--- config.mk ---
export PLATFORM = sky130hd
export DESIGN_NAME = fwd_hazard_unit_flat
export DESIGN_NICKNAME = d
export VERILOG_FILES = /design/src/rtl/fwd_hazard_unit_if.sv /design/src/rtl/fwd_hazard_unit.sv /design/src/flat_wrapper.sv
export SDC_FILE = /design/constraint.sdc
export NUM_CORES = 1
export LEC_CHECK = 0
export CAP_MARGIN = 10
export CORE_AREA = 2 2 123 125
export CTS_BUF_LIST = sky130_fd_sc_hd__clkbuf_2 sky130_fd_sc_hd__clkbuf_4 sky130_fd_sc_hd__clkbuf_8
export CTS_CLUSTER_SIZE = 20
export DETAILED_ROUTE_END_ITERATION = 12
export DIE_AREA = 0 0 125 127
export MAX_ROUTING_LAYER = met4
export PLACE_DENSITY = 0.77
export RECOVER_POWER = 25
export SYNTH_ARGS = -nofsm -noshare
export SYNTH_HDL_FRONTEND = slang
export SYNTH_SLANG_ARGS = --single-unit
--- constraint.sdc ---
create_clock -name clk -period 3.78 [get_ports clk]
set_input_delay 0.756 -clock clk [delete_from_list [all_inputs] [get_ports clk]]
set_output_delay 0.756 -clock clk [all_outputs]
set_load 0.03 [all_outputs]
--- src/rtl/fwd_hazard_unit_if.sv ---
// rtl/fwd_hazard_unit_if.sv - decode/pipeline bus of the forwarding and hazard unit
// Optional perf counter signals exist only when FWD_PERF_CNT_EN is defined.
interface fwd_hazard_unit_if #(
  parameter int DATA_W  = 32,
  parameter int REG_AW  = 5,
  parameter int NUM_SRC = 2
);
  logic                        id_valid;
  logic [NUM_SRC*REG_AW-1:0]   id_src;
  logic [NUM_SRC-1:0]          id_src_used;
  logic [NUM_SRC*DATA_W-1:0]   id_rf_data;
  logic [REG_AW-1:0]           id_dst;
  logic                        id_wr_en;
  logic                        id_is_load;
  logic [1:0]                  id_res_sel;
  logic [DATA_W-1:0]           ex_alu_result;
  logic [DATA_W-1:0]           ex_pc_incr;
  logic [DATA_W-1:0]           ex_cond_result;
  logic [DATA_W-1:0]           mem_result;
  logic [DATA_W-1:0]           wb_wr_data;
  logic                        flush;
  logic [NUM_SRC*DATA_W-1:0]   fwd_data;
  logic [NUM_SRC*2-1:0]        fwd_sel;
  logic                        stall;
`ifdef FWD_PERF_CNT_EN
  logic [31:0]                 perf_stall_cnt;
  logic [31:0]                 perf_fwd_cnt;
`endif

  modport master (
    output id_valid, id_src, id_src_used, id_rf_data, id_dst, id_wr_en, id_is_load,
           id_res_sel, ex_alu_result, ex_pc_incr, ex_cond_result, mem_result,
           wb_wr_data, flush,
    input  fwd_data, fwd_sel, stall
`ifdef FWD_PERF_CNT_EN
    , input perf_stall_cnt, perf_fwd_cnt
`endif
  );

  modport slave (
    input  id_valid, id_src, id_src_used, id_rf_data, id_dst, id_wr_en, id_is_load,
           id_res_sel, ex_alu_result, ex_pc_incr, ex_cond_result, mem_result,
           wb_wr_data, flush,
    output fwd_data, fwd_sel, stall
`ifdef FWD_PERF_CNT_EN
    , output perf_stall_cnt, perf_fwd_cnt
`endif
  );
endinterface

--- src/rtl/fwd_hazard_unit.sv ---
// rtl/fwd_hazard_unit.sv - operand forwarding with EX/MEM/WB tag tracking and load-use stall
// Optional FWD_PERF_CNT_EN adds stall and forward-event counters.
module fwd_hazard_unit #(
  parameter int DATA_W  = 32,
  parameter int REG_AW  = 5,
  parameter int NUM_SRC = 2
) (
  input  logic               clk,
  input  logic               reset_n,
  fwd_hazard_unit_if.slave   bus
);
  typedef struct packed {
    logic              valid;
    logic [REG_AW-1:0] dst;
    logic              wrEn;
    logic              isLoad;
    logic [1:0]        resSel;
  } tag_t;

  tag_t exTag, memTag, wbTag, idTag;
  logic [DATA_W-1:0]         exResult;
  logic [NUM_SRC*DATA_W-1:0] fwdDataV;
  logic [NUM_SRC*2-1:0]      fwdSelV;
  logic                      loadHit;
  logic                      anyFwd;
  logic                      stallV;

  assign idTag = '{valid: 1'b1, dst: bus.id_dst, wrEn: bus.id_wr_en,
                   isLoad: bus.id_is_load, resSel: bus.id_res_sel};

  always_comb begin
    exResult = '0;
    case (exTag.resSel)
      2'd0:    exResult = bus.ex_alu_result;
      2'd2:    exResult = bus.ex_pc_incr;
      2'd3:    exResult = bus.ex_cond_result;
      default: exResult = '0;
    endcase
  end

  // Youngest producer wins: EX, then MEM, then WB, then the register file.
  always_comb begin
    logic [REG_AW-1:0] src;
    logic              live;
    fwdDataV = '0;
    fwdSelV  = '0;
    loadHit  = 1'b0;
    anyFwd   = 1'b0;
    for (int i = 0; i < NUM_SRC; i++) begin
      src  = bus.id_src[i*REG_AW +: REG_AW];
      live = bus.id_src_used[i] && (src != '0);
      if (live && exTag.valid && exTag.wrEn && exTag.dst == src) begin
        fwdDataV[i*DATA_W +: DATA_W] = exResult;
        fwdSelV[i*2 +: 2]            = 2'd1;
        loadHit                      = loadHit | exTag.isLoad;
      end else if (live && memTag.valid && memTag.wrEn && memTag.dst == src) begin
        fwdDataV[i*DATA_W +: DATA_W] = bus.mem_result;
        fwdSelV[i*2 +: 2]            = 2'd2;
      end else if (live && wbTag.valid && wbTag.wrEn && wbTag.dst == src) begin
        fwdDataV[i*DATA_W +: DATA_W] = bus.wb_wr_data;
        fwdSelV[i*2 +: 2]            = 2'd3;
      end else begin
        fwdDataV[i*DATA_W +: DATA_W] = bus.id_rf_data[i*DATA_W +: DATA_W];
        fwdSelV[i*2 +: 2]            = 2'd0;
      end
      anyFwd = anyFwd | (fwdSelV[i*2 +: 2] != 2'd0);
    end
  end

  assign stallV       = bus.id_valid & ~bus.flush & loadHit;
  assign bus.fwd_data = fwdDataV;
  assign bus.fwd_sel  = fwdSelV;
  assign bus.stall    = stallV;

  always_ff @(posedge clk or negedge reset_n) begin
    if (!reset_n) begin
      exTag  <= '0;
      memTag <= '0;
      wbTag  <= '0;
    end else begin
      wbTag  <= memTag;
      memTag <= exTag;
      exTag  <= (bus.id_valid && !stallV && !bus.flush) ? idTag : '0;
    end
  end

`ifdef FWD_PERF_CNT_EN
  logic [31:0] stallCnt, fwdCnt;

  always_ff @(posedge clk or negedge reset_n) begin
    if (!reset_n) begin
      stallCnt <= '0;
      fwdCnt   <= '0;
    end else begin
      if (stallV) stallCnt <= stallCnt + 32'd1;
      if (anyFwd) fwdCnt   <= fwdCnt + 32'd1;
    end
  end

  assign bus.perf_stall_cnt = stallCnt;
  assign bus.perf_fwd_cnt   = fwdCnt;
`endif
endmodule

--- src/flat_wrapper.sv ---
// flat-port wrapper written by rule: the top's interface ports become plain ports
module fwd_hazard_unit_flat 
#(
  parameter int DATA_W  = 32,
  parameter int REG_AW  = 5,
  parameter int NUM_SRC = 2
)
  (clk, reset_n, bus_id_valid, bus_id_src, bus_id_src_used, bus_id_rf_data, bus_id_dst, bus_id_wr_en, bus_id_is_load, bus_id_res_sel, bus_ex_alu_result, bus_ex_pc_incr, bus_ex_cond_result, bus_mem_result, bus_wb_wr_data, bus_flush, bus_fwd_data, bus_fwd_sel, bus_stall);
  fwd_hazard_unit_if #(.DATA_W(DATA_W), .REG_AW(REG_AW), .NUM_SRC(NUM_SRC)) bus_i ();
  input  logic clk;
  input  logic reset_n;
  input wire logic [$bits(bus_i.id_valid)-1:0] bus_id_valid;
  input wire logic [$bits(bus_i.id_src)-1:0] bus_id_src;
  input wire logic [$bits(bus_i.id_src_used)-1:0] bus_id_src_used;
  input wire logic [$bits(bus_i.id_rf_data)-1:0] bus_id_rf_data;
  input wire logic [$bits(bus_i.id_dst)-1:0] bus_id_dst;
  input wire logic [$bits(bus_i.id_wr_en)-1:0] bus_id_wr_en;
  input wire logic [$bits(bus_i.id_is_load)-1:0] bus_id_is_load;
  input wire logic [$bits(bus_i.id_res_sel)-1:0] bus_id_res_sel;
  input wire logic [$bits(bus_i.ex_alu_result)-1:0] bus_ex_alu_result;
  input wire logic [$bits(bus_i.ex_pc_incr)-1:0] bus_ex_pc_incr;
  input wire logic [$bits(bus_i.ex_cond_result)-1:0] bus_ex_cond_result;
  input wire logic [$bits(bus_i.mem_result)-1:0] bus_mem_result;
  input wire logic [$bits(bus_i.wb_wr_data)-1:0] bus_wb_wr_data;
  input wire logic [$bits(bus_i.flush)-1:0] bus_flush;
  output wire logic [$bits(bus_i.fwd_data)-1:0] bus_fwd_data;
  output wire logic [$bits(bus_i.fwd_sel)-1:0] bus_fwd_sel;
  output wire logic [$bits(bus_i.stall)-1:0] bus_stall;
  assign bus_i.id_valid = bus_id_valid;
  assign bus_i.id_src = bus_id_src;
  assign bus_i.id_src_used = bus_id_src_used;
  assign bus_i.id_rf_data = bus_id_rf_data;
  assign bus_i.id_dst = bus_id_dst;
  assign bus_i.id_wr_en = bus_id_wr_en;
  assign bus_i.id_is_load = bus_id_is_load;
  assign bus_i.id_res_sel = bus_id_res_sel;
  assign bus_i.ex_alu_result = bus_ex_alu_result;
  assign bus_i.ex_pc_incr = bus_ex_pc_incr;
  assign bus_i.ex_cond_result = bus_ex_cond_result;
  assign bus_i.mem_result = bus_mem_result;
  assign bus_i.wb_wr_data = bus_wb_wr_data;
  assign bus_i.flush = bus_flush;
  assign bus_fwd_data = bus_i.fwd_data;
  assign bus_fwd_sel = bus_i.fwd_sel;
  assign bus_stall = bus_i.stall;
  fwd_hazard_unit #(.DATA_W(DATA_W), .REG_AW(REG_AW), .NUM_SRC(NUM_SRC)) u_core (.clk(clk), .reset_n(reset_n), .bus(bus_i));
endmodule
==> reports/qor.yml, run 1 <==
setup_path:
  crit_path_max_fanout: 8
  cp.arrival_ns: 2.95
  r2r_slack_ns: 1.61
  reg2reg_to: "u_core.exTag[2]$_DFF_PN0_"
  start_kind: "primary input"
  endpoint_kind: "output pin"
  rr_startpoint: "u_core.exTag[7]$_DFF_PN0_"
  crit_start: "bus_id_src[8]"
  path_class: "in2out"
  r2r_cells: 7
  crit_required_ns: 3.02
logic_synthesis:
  synth_top_cell_by_area: "dfrtp_1"
  synth_mux_area_share_pct: 8.26
  yosysWarnings: 0
  synth_area_um2: 4360
  synth-simple-area-share_pct: 22.0
  synth_top_family_by_area: "compound AO/OA/AOI/OAI gates"
  syn_inst: 589
  synth_compound_area_share_pct: 38.5
  yosysTopAreaCellShare_pct: 13.8
  synth_edf_count: 0
  synthXorXnorAreaFrac_pct: 6.03
  avgSynthCellArea_um2: 7.40
  synth-seq-cells: 24
  yosysSeqAreaShare_pct: 13.8
  synthArstFlopShare_pct: 100
  synthDistinctLibCells: 39
  synth_adder_area_share_pct: 0
  synthesis.nets: 838
  yosys-top-cells-area: "dfrtp_1, o22ai_1, mux2_2"
  dominantRegCellSynth: "dfrtp_1"
routing:
  drc: 0
  wl_per_cell_um: 20.8
  ant_nets: 0
  drtPass1Iterations: 6
  routed_via_density: 5.60
  dr_total_vias: 6190
  routed_wirelength_um: 23000
  first_iter_violations: 379
sta:
  slew_viol_final: 0
  period_needed_ns: 3.71
  hold_violations: 0
  clock_skew_ns: 0.00490
  tns_ns: 0
  fin_crit_sh_pct: 98.1
  setup_violations: 0
  rsz0062_at_grt: "false"
  clock.fmax_mhz: 270
  relSlewSlack_pct: 31.6
  worstMarginPinSlew_ns: 1.02
power:
  power.internal_mw: 0.775
  pwr-share-clk_pct: 13.8
  pwr_density_cell_nw_per_um2: 141
  combinationalPowerShare_pct: 62.4
  total_power_mw: 1.18
  vdd_drop_max_mv: 0.262
  power.share.sequential_pct: 23.7
  p_leak_nw: 3.55
  switchingPower_mw: 0.401
  netSwitchingFraction_pct: 34.1
layout:
  final_common_cell: "clkdlybuf4s50_1"
  area_growth_pct: 90.8
  design_area_um2: 8320
  drive_above_1_share_pct: 25.8
  fin_nets: 1171
  final_cell_mix: "clkdlybuf4s50_1, buf_4, o22ai_1"
grt:
  grt_max_degree: 35
  grt_first_pass_wirelength_um: 34900
  grt_pass1_vias: 6207
  grt_antenna_before_repair: 1
  grt.total_usage_pct: 28.0
  overflow: 0
clocking:
  cts_buffers: 3
  cts.sinks: 24
  cts_root_buf: "clkbuf_8"
  clk_latency_ns: 0.26
  cts.path.max_buffers: 2
  htree_levels: 1
  cts_tree: "done"
  path_clk_slew_ns: 0.08
die:
  start_util_pct: 30.2
  core_area_um2: 14400
  chipWidth_um: 125
  ios: 318
  dieHeight_um: 127
  rows: 44
  dieArea_um2: 15900
outcome:
  outcome: "finished clean"
min_path:
  whs_endpoint: "u_core.memTag[3]$_DFF_PN0_"
  hold_path_depth: 0
  hold_path.class: "reg2reg"
  min_from: "u_core.exTag[3]$_DFF_PN0_"
run:
  cap_violations: 0
placement:
  place.gp.congestion: 0.937
  placed_area_um2: 7980
  portBuffers: 317
  dp_hpwl_um: 18500
[synth_stat cells, types with 3 or more instances]
| cell | number |
|---|---|
| o22ai_1 | 64 |
| clkbuf_1 | 42 |
| nand2_1 | 37 |
| o21ai_1 | 35 |
| nand3_1 | 33 |
| a22oi_1 | 32 |
| and3_1 | 32 |
| inv_1 | 32 |
| mux2_2 | 32 |
| nor3_1 | 32 |
| o211a_1 | 32 |
| o21ai_0 | 30 |
| dfrtp_1 | 24 |
| a221oi_1 | 22 |
| xor2_1 | 18 |
| buf_2 | 15 |
| xnor2_1 | 12 |
| a221oi_2 | 10 |
| buf_6 | 9 |
| nor3b_1 | 9 |
| buf_4 | 5 |
| nor2_1 | 4 |
| nand4_1 | 3 |
| or4_1 | 3 |
| or4_4 | 3 |
[worst max path at each step]
stage | slack (ns) | depth (start not counted) | end
floorplan | 0.53 | 8 | bus_fwd_data[63]
global placement | -0.42 | 8 | bus_fwd_data[2]
detailed placement | -0.41 | 8 | bus_fwd_data[2]
CTS | 0.007 | 10 | bus_fwd_data[53]
global route | 0.002 | 9 | bus_fwd_data[55]
finish | 0.07 | 9 | bus_fwd_data[37]
[cells by family (layout without fill, tap and decap cells)]
| kind of cell | count (synthesis) | after routing |
|---|---|---|
| AOI/OAI and AO/OA | 231 | 231 |
| xor gates and xnor gates | 30 | 30 |
| buffers and inverters | 105 | 436 |
| DFF | 24 | 24 |
| muxes | 32 | 32 |
| other | 0 | 1 |
| and+or+nand+nor | 167 | 168 |
[flip-flops by register name, indices dropped and copies added, names as in the netlist]
| name | count |
|---|---|
| u_core.exTag | 10 |
| u_core.memTag | 7 |
| u_core.wbTag | 7 |
[per-layer routing]
layer	part of all wire [%]	GRT usage [%]	up-vias
met3	7.3	4.23	44
met5	0	-	-
met4	2.7	7.12	0
met2	50	48.9	320
met1	40	34.0	2879
li1	-	-	2947
[power by group through the flow]
stage / sequential [mW] / combinational [mW] / clock [mW]
after floorplan: 0.278 / 0.289 / 0
after global placement: 0.283 / 0.714 / 0
after detailed placement: 0.284 / 0.717 / 0
after CTS: 0.279 / 0.727 / 0.169
after global routing: 0.280 / 0.778 / 0.182
final: 0.279 / 0.734 / 0.163
[critical path, cell delays in order]
cell and delay [ns]:
clkdlybuf4s50_1 0.42, or4_4 0.56, o21ai_4 0.22, nor4b_4 0.08, buf_4 0.18, buf_4 0.17
o211a_1 0.23, o22ai_1 0.15, buf_4 0.19
[timing repair]
| item | 4_1_cts | 5_1_grt |
|---|---|---|
| pin swaps | 3 | 5 |
| hold buffers | 0 | 0 |
| gates resized for setup | 37 | 16 |
| setup buffers | 7 | 2 |
| gates cloned | 1 | 0 |
| setup endpoints to repair | 43 | 59 |
[final cells by class]
class | instances | area, um^2
inverter | 32 | 120
antenna | 1 | 2.50
clock buffer | 4 | 55.1
tap | 184 | 230
fill | 1371 | 6100
timing repair buffer | 400 | 3830
multi-input combinational | 461 | 3480
sequential | 24 | 601
[through the flow]
| step | worst slack, ns | std cells | util, % | hold slack [ns] |
|---|---|---|---|---|
| global placement | -0.419 | 1091 | 55.3 | 0.357 |
| CTS | 0.00671 | 1103 | 56.9 | 0.382 |
| detailed placement | -0.415 | 1091 | 55.3 | 0.362 |
| finish | 0.0730 | 1106 | 57.7 | 0.380 |
| floorplan | 0.527 | 589 | - | 0.354 |
| global route | 0.00166 | 1106 | 57.7 | 0.397 |
(Power assumes the default switching activity.)
==> inputs of run 2 (changes only) <==
--- a/config.mk
+++ b/config.mk
@@ -12,4 +12,5 @@
 export DETAILED_ROUTE_END_ITERATION = 12
 export DIE_AREA = 0 0 125 127
+export GPL_TIMING_DRIVEN = 0
 export MAX_ROUTING_LAYER = met4
 export PLACE_DENSITY = 0.77
==> constraint.sdc (replaced) <==
create_clock -name clk -period 3.78 [get_ports clk]
set_input_delay 0.756 -clock clk [delete_from_list [all_inputs] [get_ports clk]]
set_output_delay 0.756 -clock clk [all_outputs]
set_load 0.05 [all_outputs]
==> reports/qor.yml, run 2 (same netlist as run 1, synthesis figures left out) <==
sta:
  relSlewSlack_pct: 31.1
  tns_ns: 0
  hold_ws_ns: 0.376
  period_needed_ns: 3.71
  clock.fmax_mhz: 269
  setup_violations: 0
  hold_violations: 0
  clock_skew_ns: 0.00226
  slew_viol_final: 0
  rsz0062_at_grt: "true"
  worstMarginPinSlew_ns: 1.03
  finalWorstSetupSlack_ns: 0.0667
  fin_crit_sh_pct: 98.2
layout:
  top_regs: "u_core.exTag (10), u_core.memTag (7), u_core.wbTag (7)"
  final_common_cell: "clkdlybuf4s50_1"
  fin_cells: 1101
  final_cell_mix: "clkdlybuf4s50_1, o22ai_1, buf_4"
  fin_nets: 1166
  final_core_util_pct: 53.8
  drive_above_1_share_pct: 20.2
  top_register: "u_core.exTag"
  design_area_um2: 7760
  area_growth_pct: 77.9
  largest_reg_flops: 10
routing:
  routed_wirelength_um: 23000
  drtPass1Iterations: 5
  wl_per_cell_um: 20.9
  drc: 0
  dr_total_vias: 6245
  ant_nets: 0
  routed_via_density: 5.67
  first_iter_violations: 463
power:
  pwr-share-clk_pct: 12.1
  combinationalPowerShare_pct: 64.3
  power.share.sequential_pct: 23.6
  p_leak_nw: 3.30
  netSwitchingFraction_pct: 38.0
  pwr_density_cell_nw_per_um2: 150
  power.internal_mw: 0.720
  switchingPower_mw: 0.442
  total_power_mw: 1.16
  vdd_drop_max_mv: 0.255
clocking:
  cts_buffers: 3
  clk_latency_ns: 0.25
  cts.sinks: 24
  cts_tree: "done"
  htree_levels: 1
  cts_root_buf: "clkbuf_8"
  cts.path.max_buffers: 2
  cts.hold.buffers_added: 0
  path_clk_slew_ns: 0.07
setup_path:
  cp.arrival_ns: 2.96
  start_kind: "primary input"
  endpoint_kind: "output pin"
  crit_path_max_fanout: 10
  crit_required_ns: 3.02
  path_class: "in2out"
grt:
  grt_antenna_before_repair: 2
  grt_pass1_vias: 6181
  grt_first_pass_wirelength_um: 33900
  grt.total_usage_pct: 27.5
  overflow: 0
  grt_max_degree: 25
die:
  ios: 318
  rows: 44
  chipWidth_um: 125
  start_util_pct: 30.2
  core_area_um2: 14400
  dieHeight_um: 127
  dieArea_um2: 15900
placement:
  dp_slack_ns: -1.16
  place.gp.congestion: 0.931
  portBuffers: 316
  dp_hpwl_um: 18400
  placed_area_um2: 7750
  place_inst: 1089
min_path:
  hold_path.class: "reg2reg"
run:
  cap_violations: 0
outcome:
  outcome: "finished clean"
## run 2: layout make-up
cell class,count,area [um^2]
Tap cell,184,230
Fill cell,1462,6670
Sequential cell,24,601
Multi-Input combinational cell,460,3340
Antenna cell,2,5.00
Timing Repair Buffer,323,3000
Buffer,73,417
Inverter,32,120
Clock buffer,3,41.3
## run 2: power by group through the flow
| stage | combinational, mW | sequential [mW] | clock, mW |
|---|---|---|---|
| 3_5_place_dp | 0.754 | 0.280 | 0 |
| 4_1_cts | 0.738 | 0.275 | 0.145 |
| 2_1_floorplan | 0.345 | 0.278 | 0 |
| 3_3_place_gp | 0.749 | 0.279 | 0 |
| 6_report | 0.748 | 0.275 | 0.140 |
| 5_1_grt | 0.789 | 0.276 | 0.156 |
## run 2: timing repair
item                                    in CTS  in global routing
resized for setup                          402                 39
pin swaps                                    4                  2
cloned                                       0                  0
setup buffers                                7                  0
endpoints found under the hold margin        0                  0
endpoints found under the setup margin      69                 52
## run 2: final timing paths
check                                              to  cells past startpoint  slack [ns]                 startpoint
setup reg to reg            u_core.exTag[2]$_DFF_PN0_                      6        1.81  u_core.exTag[5]$_DFF_PN0_
max in group asynchronous   u_core.wbTag[4]$_DFF_PN0_                      1        2.03                    reset_n
setup / recovery                     bus_fwd_data[53]                     10        0.07              bus_id_src[8]
min in group asynchronous   u_core.exTag[4]$_DFF_PN0_                      1        1.13                    reset_n
hold reg to reg            u_core.memTag[3]$_DFF_PN0_                      0        0.38  u_core.exTag[3]$_DFF_PN0_
hold / removal             u_core.memTag[3]$_DFF_PN0_                      0        0.38  u_core.exTag[3]$_DFF_PN0_
## run 2: worst max-delay path, stage by stage
cell and delay [ns]:
dlygate4sd2_1 0.31, or4_4 0.58, or2_0 0.21, buf_2 0.19
nand3_2 0.09, buf_6 0.17, buf_6 0.17, o21ai_1 0.08
o22ai_2 0.16, buf_4 0.24
## run 2: routing by layer
layer	global-route usage, %	up-vias	wire (um)
met5	-	-	0
met4	8.95	0	806
met3	3.56	54	1700
met2	46.3	381	11000
met1	34.5	2872	9510
li1	-	2938	-
==> inputs of run 3 (changes only) <==
- CAP_MARGIN: 10 -> 20
==> reports/qor.yml, run 3 (same netlist as run 1, synthesis figures left out) <==
layout:
  fin_nets: 1167
  design_area_um2: 7780
  largest_reg_flops: 10
  drive_above_1_share_pct: 20.3
  top_register: "u_core.exTag"
  final_cell_mix: "clkdlybuf4s50_1, o22ai_1, buf_4"
  area_growth_pct: 78.4
  final_common_cell: "clkdlybuf4s50_1"
  top_regs: "u_core.exTag (10), u_core.memTag (7), u_core.wbTag (7)"
  final_core_util_pct: 53.9
die:
  ios: 318
  chipWidth_um: 125
  dieHeight_um: 127
  core_area_um2: 14400
  start_util_pct: 30.2
  rows: 44
  dieArea_um2: 15900
sta:
  hold_violations: 0
  tns_ns: 0
  relSlewSlack_pct: 39.2
  worstMarginPinSlew_ns: 0.911
  slew_viol_final: 0
  clock.fmax_mhz: 269
  fin_crit_sh_pct: 98.4
  setup_violations: 0
  clock_skew_ns: 0.00204
  period_needed_ns: 3.72
setup_path:
  crit_path_max_fanout: 10
  r2r_slack_ns: 1.81
  cp_slowest_cell: "or4_4"
  endpoint_kind: "output pin"
  crit_top_cell: "buf_2"
  start_kind: "primary input"
  crit_required_ns: 3.02
  path_cells: "dlygate4sd2_1 -> or4_4 -> o21ai_4 -> nor4b_4 -> buf_4 -> buf_2 -> o211a_1 -> o22ai_1 -> buf_2"
  cp_num_cells: 9
  critical_path.top_delay_family: "buffers and inverters"
  rr_startpoint: "u_core.exTag[5]$_DFF_PN0_"
  cp.arrival_ns: 2.96
  reg2reg_to: "u_core.exTag[2]$_DFF_PN0_"
  r2r_cells: 6
  cpPeakStageDelay_ns: 0.58
  path_class: "in2out"
  path_buf_inv: 4
min_path:
  min_from: "u_core.exTag[3]$_DFF_PN0_"
  hold_path.class: "reg2reg"
  whs_endpoint: "u_core.memTag[3]$_DFF_PN0_"
  hold_path_depth: 0
clocking:
  cts_buffers: 3
  cts.path.max_buffers: 2
  cts.hold.buffers_added: 0
  htree_levels: 1
  cts.sinks: 24
  cts_root_buf: "clkbuf_8"
  path_clk_slew_ns: 0.08
  cts_tree: "done"
  clk_latency_ns: 0.25
grt:
  grt_antenna_before_repair: 2
  overflow: 0
  grt_pass1_vias: 6181
  grt_first_pass_wirelength_um: 33900
  grt_max_degree: 25
  grt.total_usage_pct: 27.5
placement:
  placed_area_um2: 7750
  portBuffers: 316
  place.gp.congestion: 0.931
  dp_hpwl_um: 18400
routing:
  routed_via_density: 5.67
  first_iter_violations: 476
  dr_total_vias: 6243
  drc: 0
  wl_per_cell_um: 20.9
  routed_wirelength_um: 23000
  ant_nets: 0
  drtPass1Iterations: 5
power:
  vdd_drop_max_mv: 0.256
  pwr_density_cell_nw_per_um2: 150
  p_leak_nw: 3.31
  total_power_mw: 1.17
run:
  cap_violations: 0
outcome:
  outcome: "finished clean"
-- run 3: worst max path at each step --
stage	from	slack, ns	end
floorplan	bus_id_src[4]	0.15	bus_fwd_sel[0]
global placement	bus_id_src[3]	-1.16	bus_fwd_data[3]
detailed placement	bus_id_src[3]	-1.16	bus_fwd_data[3]
CTS	bus_id_src[6]	0.07	bus_fwd_data[55]
global route	bus_id_src[4]	-0.004	bus_fwd_data[4]
finish	bus_id_src[8]	0.06	bus_fwd_data[38]
-- run 3: stage by stage --
step	hold slack (ns)	worst slack (ns)	instances
floorplan	0.354	0.152	589
global placement	0.358	-1.16	1089
detailed placement	0.361	-1.16	1089
CTS	0.378	0.0735	1099
global route	0.382	-0.00431	1102
finish	0.378	0.0604	1102
-- run 3: what timing repair did --
| action | CTS | global route |
|---|---|---|
| resized for setup | 402 | 43 |
| pin swaps | 4 | 2 |
| endpoints found under the hold margin | 0 | 0 |
| endpoints found under the setup margin | 69 | 59 |
| buffers inserted | 7 | 0 |
-- run 3: where the power goes --
part	total, mW	internal (mW)	switching (mW)
clock	0.141	0.0710	0.0703
sequential	0.275	0.267	0.00802
combinational	0.749	0.384	0.366
-- run 3: final cells by class --
| class | instances | area (um^2) |
|---|---|---|
| buffer | 73 | 424 |
| timing repair buffer | 324 | 3010 |
| clock buffer | 3 | 41.3 |
| multi-input combinational | 460 | 3350 |
| sequential | 24 | 601 |
| antenna | 2 | 5.00 |
| fill | 1460 | 6640 |
| inverter | 32 | 120 |
| tap | 184 | 230 |
-- run 3: worst register-to-register path, delay by kind of cell, from the launching register on --
kind	cells	cell delay, ns
buf+inv	1	0.24
compound gates	1	0.23
flops	1	0.41
xor+xnor	1	0.19
simple gates	3	0.78
-- run 3: routing by layer --
metal / vias up / part of all wire [%] / global-route usage, %
met1: 2891 / 41 / 34.5
met5: - / 0 / -
met3: 50 / 7.5 / 3.56
met4: 0 / 3.4 / 8.95
li1: 2940 / - / -
met2: 362 / 48 / 46.3
==> variant: new RTL, settings of run 2 <==
`NUM_SRC` is set to 2 in 3 places; all go to 1.
--- a/src/rtl/fwd_hazard_unit_if.sv
+++ b/src/rtl/fwd_hazard_unit_if.sv
@@ -4,5 +4,5 @@
   parameter int DATA_W  = 32,
   parameter int REG_AW  = 5,
-  parameter int NUM_SRC = 2
+  parameter int NUM_SRC = 1
 );
   logic                        id_valid;
--- a/src/rtl/fwd_hazard_unit.sv
+++ b/src/rtl/fwd_hazard_unit.sv
@@ -4,5 +4,5 @@
   parameter int DATA_W  = 32,
   parameter int REG_AW  = 5,
-  parameter int NUM_SRC = 2
+  parameter int NUM_SRC = 1
 ) (
   input  logic               clk,
--- a/src/flat_wrapper.sv
+++ b/src/flat_wrapper.sv
@@ -4,5 +4,5 @@
   parameter int DATA_W  = 32,
   parameter int REG_AW  = 5,
-  parameter int NUM_SRC = 2
+  parameter int NUM_SRC = 1
 )
   (clk, reset_n, bus_id_valid, bus_id_src, bus_id_src_used, bus_id_rf_data, bus_id_dst, bus_id_wr_en, bus_id_is_load, bus_id_res_sel, bus_ex_alu_result, bus_ex_pc_incr, bus_ex_cond_result, bus_mem_result, bus_wb_wr_data, bus_flush, bus_fwd_data, bus_fwd_sel, bus_stall);
Ports: changed (5 resized); port bits go from 318 to 246. No check against the original RTL was run, so the function may have changed too.
==> variant against run 2 <==
  * Design area shrank 24%
  * Core utilization shrank 13 points
  * Clock power grew 3%
  * Total power shrank 20%
  * Area after synthesis shrank 32%
  * Wire length shrank 39%
  * Sequential share of layout area grew 2.4 points
  * Sequential cell count is the same
  * Setup slack gained 25 ps
  * Critical path type unchanged
==> variant: results <==
outcome:
  outcome: "complete, no violations"
route:
  drt_iter0_markers: 108
  total_met2_wirelength_after_detailed_routing_mm: 7.22
  drt-met1-wl_mm: 5.82
  viasPerCell: 4.66
  totalWireLength_mm: 14.1
  route.met3.wl_um: 850
  drtPass1Iterations: 4
setup_path:
  worst-r2r-cell-count: 5
  worst_ep_arrival_time_ps: 2930
  regToRegSetupSlack_ps: 2290
  timing.rr.start: "u_core.exTag[4]$_DFF_PN0_"
  critPathLaunch: "bus_id_src[0]"
  critPathCapture: "bus_fwd_data[28]"
  top_delay_family_on_crit_path: "buffers and inverters"
global_routing:
  antenna_violations_before_repair: 0
  grt.met3_usage_pct: 3.31
  grt_pass1_wl_mm: 21.1
  grt.total_usage_pct: 17.1
  groute.layer.met2.usage_pct: 31.6
  grt_use_met1_pct: 19.6
  first_global_vias: 3806
worst_hold_path:
  hold_path_startpoint: "u_core.exTag[3]$_DFF_PN0_"
placed_design:
  place.gp.congestion: 0.910
  dp_hpwl_mm: 11.8
  placed_area_sq_um: 5790
  place_ws_ps: -1370
  placedCellCount: 793
timing:
  tightestPinTransition_ps: 998
  whs_ps: 383
  post-route-period-util_pct: 97.6
  clock-skew-final_ps: 1.39
synthesis:
  synthCells: 364
  yosys-top-cells-area: "sky130_fd_sc_hd__dfrtp_1 20%, sky130_fd_sc_hd__mux2_2 12%, sky130_fd_sc_hd__a211oi_2 12%"
  synthesis.nets: 575
  synth-seq-area-share_pct: 20.4
  synthDistinctLibCells: 29
  post_synth_most_frequent_cells: "37 x sky130_fd_sc_hd__nor2_1, 35 x sky130_fd_sc_hd__nand2_1"
pwr:
  power.combinational.total_mw: 0.517
  pwr-share-comb_pct: 55.5
  vdd_ir_drop_max_uv: 172
  pwr.group.clock_mw: 0.144
  leakage_nw: 2.36
  internal_power_mw: 0.641
layout:
  filler_cell_count: 1441
  final_layout_size_suffix_gt1_share_pct: 27.2
  diodes: 0
  finish.utilization_pct: 40.9
  finish.net_count: 831
==> variant: area by class of cell <==
type / instances / share of cell area, %
multi-input cells: 270 / 38.6
flip-flops and latches: 24 / 10.2
inverters: 32 / 2.04
clock buffers: 3 / 0.700
plain buffers: 38 / 3.65
repair buffers: 251 / 40.9
well taps: 184 / 3.91
==> variant: repair_timing <==
action,CTS,global route
buffers inserted,6,0
hold endpoints to repair,0,0
pin swaps,2,2
gates resized for setup,227,8
setup endpoints to repair,35,12
==> variant: cells by family (layout without fill, tap and decap cells) <==
group / count (synthesis) / after routing / share of synthesized area (%)
simple gates: 91 / 91 / 14.0
mux: 32 / 32 / 12.2
compound gates: 132 / 132 / 38.7
xor+xnor: 15 / 15 / 4.45
flops: 24 / 24 / 20.4
buf+inv: 70 / 324 / 10.3
